[config.mk]
export PLATFORM = sky130hd
export DESIGN_NAME = pipe_stage_hs
export DESIGN_NICKNAME = d
export VERILOG_FILES = /design/src/rtl/pipe_stage_hs.sv
export SDC_FILE = /design/constraint.sdc
export NUM_CORES = 1
export LEC_CHECK = 0
export BUFFER_PORTS_ARGS = -buffer_cell sky130_fd_sc_hd__buf_2
export CAP_MARGIN = 30
export CORE_MARGIN = 4
export CORE_UTILIZATION = 54
export CTS_BUF_LIST = sky130_fd_sc_hd__clkbuf_16
export DETAILED_ROUTE_END_ITERATION = 8
export GPL_TIMING_DRIVEN = 1
export HOLD_SLACK_MARGIN = 0.03
export PLACE_DENSITY = 0.82
export SLEW_MARGIN = 0
export SYNTH_ARGS = -nofsm -noshare
export SYNTH_HDL_FRONTEND = slang
export SYNTH_SLANG_ARGS = --single-unit
[constraint.sdc]
create_clock -name CLK -period 6.8 [get_ports CLK]
set_input_delay 0.68 -clock CLK [delete_from_list [all_inputs] [get_ports CLK]]
set_output_delay 0.68 -clock CLK [all_outputs]
set_load 0.02 [all_outputs]
[src/rtl/pipe_stage_hs.sv]
// pipe_stage_hs: handshaked pipeline register stage that carries a data
// payload and a control bundle between pipeline stages.
// With SKID_EN=1 a second (skid) entry lets IN_READY come straight from a
// flop. With SKID_EN=0 a single register is used and IN_READY is combinational.
// The control bits of every empty entry are held at zero, so a bubble can
// never raise a memory or register-file write.
module pipe_stage_hs #(
  parameter int DATA_W  = 72,
  parameter int CTRL_W  = 4,
  parameter bit SKID_EN = 1'b1
) (
  input  logic              CLK,
  input  logic              RST,
  input  logic              FLUSH,
  input  logic              IN_VALID,
  output logic              IN_READY,
  input  logic [DATA_W-1:0] IN_DATA,
  input  logic [CTRL_W-1:0] IN_CTRL,
  output logic              OUT_VALID,
  input  logic              OUT_READY,
  output logic [DATA_W-1:0] OUT_DATA,
  output logic [CTRL_W-1:0] OUT_CTRL,
  output logic [1:0]        OCCUPANCY
);

  logic [DATA_W-1:0] main_data;
  logic [CTRL_W-1:0] main_ctrl;
  logic              main_valid;
  logic              in_fire;
  logic              out_fire;

  assign in_fire   = IN_VALID & IN_READY;
  assign out_fire  = main_valid & OUT_READY;
  assign OUT_VALID = main_valid;
  assign OUT_DATA  = main_data;
  assign OUT_CTRL  = main_ctrl;

  if (SKID_EN) begin : g_skid
    typedef enum logic [1:0] {
      EMPTY = 2'd0,
      ONE   = 2'd1,
      FULL  = 2'd2
    } state_t;

    state_t            state;
    logic [DATA_W-1:0] skid_data;
    logic [CTRL_W-1:0] skid_ctrl;
    logic              skid_valid;
    logic              in_ready_q;

    // Occupancy state machine moving items through main and skid entries;
    // IN_READY is registered so it never depends on OUT_READY in the same cycle.
    always_ff @(posedge CLK or posedge RST) begin
      if (RST) begin
        state      <= EMPTY;
        main_data  <= '0;
        main_ctrl  <= '0;
        main_valid <= 1'b0;
        skid_data  <= '0;
        skid_ctrl  <= '0;
        skid_valid <= 1'b0;
        in_ready_q <= 1'b1;
      end else if (FLUSH) begin
        state      <= EMPTY;
        main_ctrl  <= '0;
        main_valid <= 1'b0;
        skid_ctrl  <= '0;
        skid_valid <= 1'b0;
        in_ready_q <= 1'b1;
      end else begin
        case (state)
          EMPTY: begin
            if (in_fire) begin
              state      <= ONE;
              main_data  <= IN_DATA;
              main_ctrl  <= IN_CTRL;
              main_valid <= 1'b1;
            end
          end
          ONE: begin
            if (in_fire && out_fire) begin
              main_data <= IN_DATA;
              main_ctrl <= IN_CTRL;
            end else if (in_fire) begin
              state      <= FULL;
              skid_data  <= IN_DATA;
              skid_ctrl  <= IN_CTRL;
              skid_valid <= 1'b1;
              in_ready_q <= 1'b0;
            end else if (out_fire) begin
              state      <= EMPTY;
              main_ctrl  <= '0;
              main_valid <= 1'b0;
            end
          end
          FULL: begin
            if (out_fire) begin
              state      <= ONE;
              main_data  <= skid_data;
              main_ctrl  <= skid_ctrl;
              skid_ctrl  <= '0;
              skid_valid <= 1'b0;
              in_ready_q <= 1'b1;
            end
          end
          default: begin
            state      <= EMPTY;
            main_ctrl  <= '0;
            main_valid <= 1'b0;
            skid_ctrl  <= '0;
            skid_valid <= 1'b0;
            in_ready_q <= 1'b1;
          end
        endcase
      end
    end

    assign IN_READY  = in_ready_q;
    assign OCCUPANCY = {1'b0, main_valid} + {1'b0, skid_valid};
  end else begin : g_direct
    // Single register: a load takes priority; a drain without a load empties it.
    always_ff @(posedge CLK or posedge RST) begin
      if (RST) begin
        main_data  <= '0;
        main_ctrl  <= '0;
        main_valid <= 1'b0;
      end else if (FLUSH) begin
        main_ctrl  <= '0;
        main_valid <= 1'b0;
      end else if (in_fire) begin
        main_data  <= IN_DATA;
        main_ctrl  <= IN_CTRL;
        main_valid <= 1'b1;
      end else if (out_fire) begin
        main_ctrl  <= '0;
        main_valid <= 1'b0;
      end
    end

    assign IN_READY  = ~main_valid | OUT_READY;
    assign OCCUPANCY = {1'b0, main_valid};
  end

endmodule

==> flow_summary.toml <==
[run_status]
status = "finished clean"

[global_route]
gr-total-overflow = 0
grt_pass1_wl_mm = 26.1
track_usage_pct = 22.5
grt_pass1_vias = 5356
grt_antenna_before_repair = 0
grt_max_degree = 81

[floorplanning]
row_count = 41
io_pins = 161
initial_core_util_pct = 55.2
coreArea_sq_mm = 0.0126
die_y_microns = 122
die_w_microns = 122
die_area_sq_mm = 0.0148

[timing]
rsz0062_at_grt = "no"
min_period_ps = 3220
slew_headroom_pct = 39.4
setup_viol = 0
period_share_pct = 47.4
timing.fmax_mhz = 310
tightest_slew_ps = 907
fin_tns_setup_ps = 0
slew_violations = 0
hold_viol_final = 0
clock-skew-final_ps = 9.16
post-route-worst-setup-slack_ps = 3580

[critical_path]
start_kind = "register"
crit_path_start = "g_skid.state[1]"
path_cells = "nand3b_1, o21ai_0, o21bai_4, buf_4, mux2_2"
cp_slowest_stage_delay_ps = 750
cp_slowest_cell = "dfrtp_1"
reg2reg_from = "g_skid.state[1]"
path_class = "reg2reg"
crit_fanout = 45
crit_buf_inv = 1
reg2reg_slack_ps = 3580
cp.required_ps = 7100
crit_family = "compound AO/OA/AOI/OAI gates"
end_kind = "register"
cp.arrival_ps = 3520

[clock_tree]
cts_resized = 0
clkSinkCount = 157
cts_buffers = 17
path_clk_slew_ps = 60
h-tree-depth = 4
cts_setup_buffers = 0
clock_latency_ps = 420
clockBufferDepth = 2
clockRootBuffer = "clkbuf_16"
cts_tree = "built"
ctsHoldBuffers = 0

[power_and_ir_drop]
pwr-share-clk_pct = 30.6
p_sw_w = 0.00103
cellPowerDensity_mw_per_mm2 = 398
ir_worst_vdd_mv = 0.206
seqPwrFrac_pct = 43.5
p_int_w = 0.00238
switching_share_pct = 30.1
power.leakage_nw = 4.27
pwr-share-comb_pct = 25.9

[route]
via_per_inst = 5.34
wl_mm = 15.9
drtIter0Drc = 391
drc = 0
routedWlPerCell_microns = 16.7
firstDrtPassIters = 4
vias = 5095
ant_nets = 0

[yosys]
yosysSeqAreaShare_pct = 56.4
yosysWarnings = 0
synthXorXnorAreaFrac_pct = 0
synthSimpleGateAreaFrac_pct = 13.9
synth_cell_types = 34
synth_area_per_cell_sq_um = 11.2
synth-seq-cells = 157
netlist_area_sq_mm = 0.00697
synth_top_family_by_area = "multiplexers"
synth_compound_area_share_pct = 2.91
synthesis.nets = 703
synth_adder_area_share_pct = 0.179
synthesis.instances = 621
synthMuxAreaShare_pct = 23.8

[layout]
fin_util_pct = 67.9
layout_commonest_cell = "nand2_1"
nNetsFinal = 851
syn_to_final_growth_pct = 22.8
layout_common_cells = "222 x nand2_1, 160 x buf_2, 156 x dfrtp_1, 130 x mux2_2, 17 x clkbuf_16"
final_layout_size_suffix_gt1_share_pct = 42.1
antenna_cells = 0
num-fill-cells = 954

[placement]
place_hpwl_mm = 10.5
gp_congestion = 0.926
port_buffers = 160
post-place-ws_ps = 3650

[worst_hold_path]
hp-class = "in2async"

[run]
max_cap_viol_count = 0
==> per-stage QoR <==
step	instances	hold slack, ps	instance area [sq um]	total power [W]
floorplan	621	453	6970	0.00206
global placement	921	467	7880	0.00232
detailed placement	921	479	7880	0.00238
CTS	953	402	8540	0.00344
global route	954	422	8560	0.00358
finish	954	375	8560	0.00341
==> registers in the layout, indices dropped and copies added (netlist names) <==
register,flops
g_skid.skid_valid,1
OUT_CTRL,4
g_skid.skid_ctrl,4
OUT_DATA,72
OUT_VALID,1
IN_READY,1
g_skid.skid_data,72
g_skid.state,2
==> power groups by stage <==
stage | clock (W) | combinational [W] | sequential [W]
after floorplan | 0 | 0.000430 | 0.00163
final | 0.00104 | 0.000884 | 0.00148
after detailed placement | 0 | 0.000890 | 0.00149
after global placement | 0 | 0.000852 | 0.00147
after global routing | 0.00110 | 0.000958 | 0.00152
after CTS | 0.00106 | 0.000895 | 0.00148
==> metal layers <==
metal | track usage (%) | wire length [microns]
met1 | 27.8 | 6580
met2 | 37.9 | 8120
met3 | 5.62 | 862
met4 | 9.45 | 353
met5 | 0 | 0
==> area by class of cell <==
cell class	instances	area [sq um]	share of cell area, %
sequential	157	3930	45.9
tap	172	215	2.51
clock inverter	15	228	2.66
timing repair buffer	167	873	10.2
multi-input combinational	420	2870	33.5
inverter	6	27.5	0.321
clock buffer	17	425	4.97
==> worst paths after layout <==
check	cells past startpoint	to
worst max-delay path	5	OUT_DATA[5]
worst min-delay path	2	g_skid.skid_data[54]
worst max register to register	5	OUT_DATA[5]
worst min register to register	1	g_skid.skid_data[3]
max in group asynchronous	4	OUT_DATA[44]
min in group CLK	1	g_skid.skid_data[3]
==> logic make-up (layout without fill, tap and decap cells) <==
logic type               Yosys count  count (layout)
AO/OA/AOI/OAI                     31              31
adder cells (fa/ha/maj)            1               1
buffers and inverters             44             205
flip-flops                       157             157
multiplexers                     148             148
AND/OR/NAND/NOR                  240             240
==> Yosys cell counts <==
cell      instances  area, sq um
inv_1             6         22.5
buf_1             1         3.75
a211oi_1          2         15.0
nand2b_1          3         18.8
a22o_1            4         35.0
dfrtp_1         156         3900
o21bai_1          4         30.0
clkbuf_1         20         75.1
nand4b_1          3         26.3
mux2i_1           4         40.0
buf_4             2         15.0
nand2_1         222          833
o211ai_1          1         7.51
o32ai_1           3         26.3
nand4_1           1         6.26
and3b_1           1         8.76
mux2_1           14          158
mux2_2          130         1460
nand3_1           1         5.00
a21oi_1           9         45.0
ha_1              1         12.5
o21ai_0           6         30.0
and3_1            1         6.26
dfstp_2           1         26.3
a21o_1            1         7.51
nor2_1            3         11.3
nand3b_1          1         7.51
buf_2            14         70.1
nor4b_4           1         23.8
nor3b_1           1         7.51
and2_1            1         6.26
buf_6             1         11.3
nor2b_1           1         6.26
o22ai_1           1         6.26
Power figures use the tool's default switching activity.
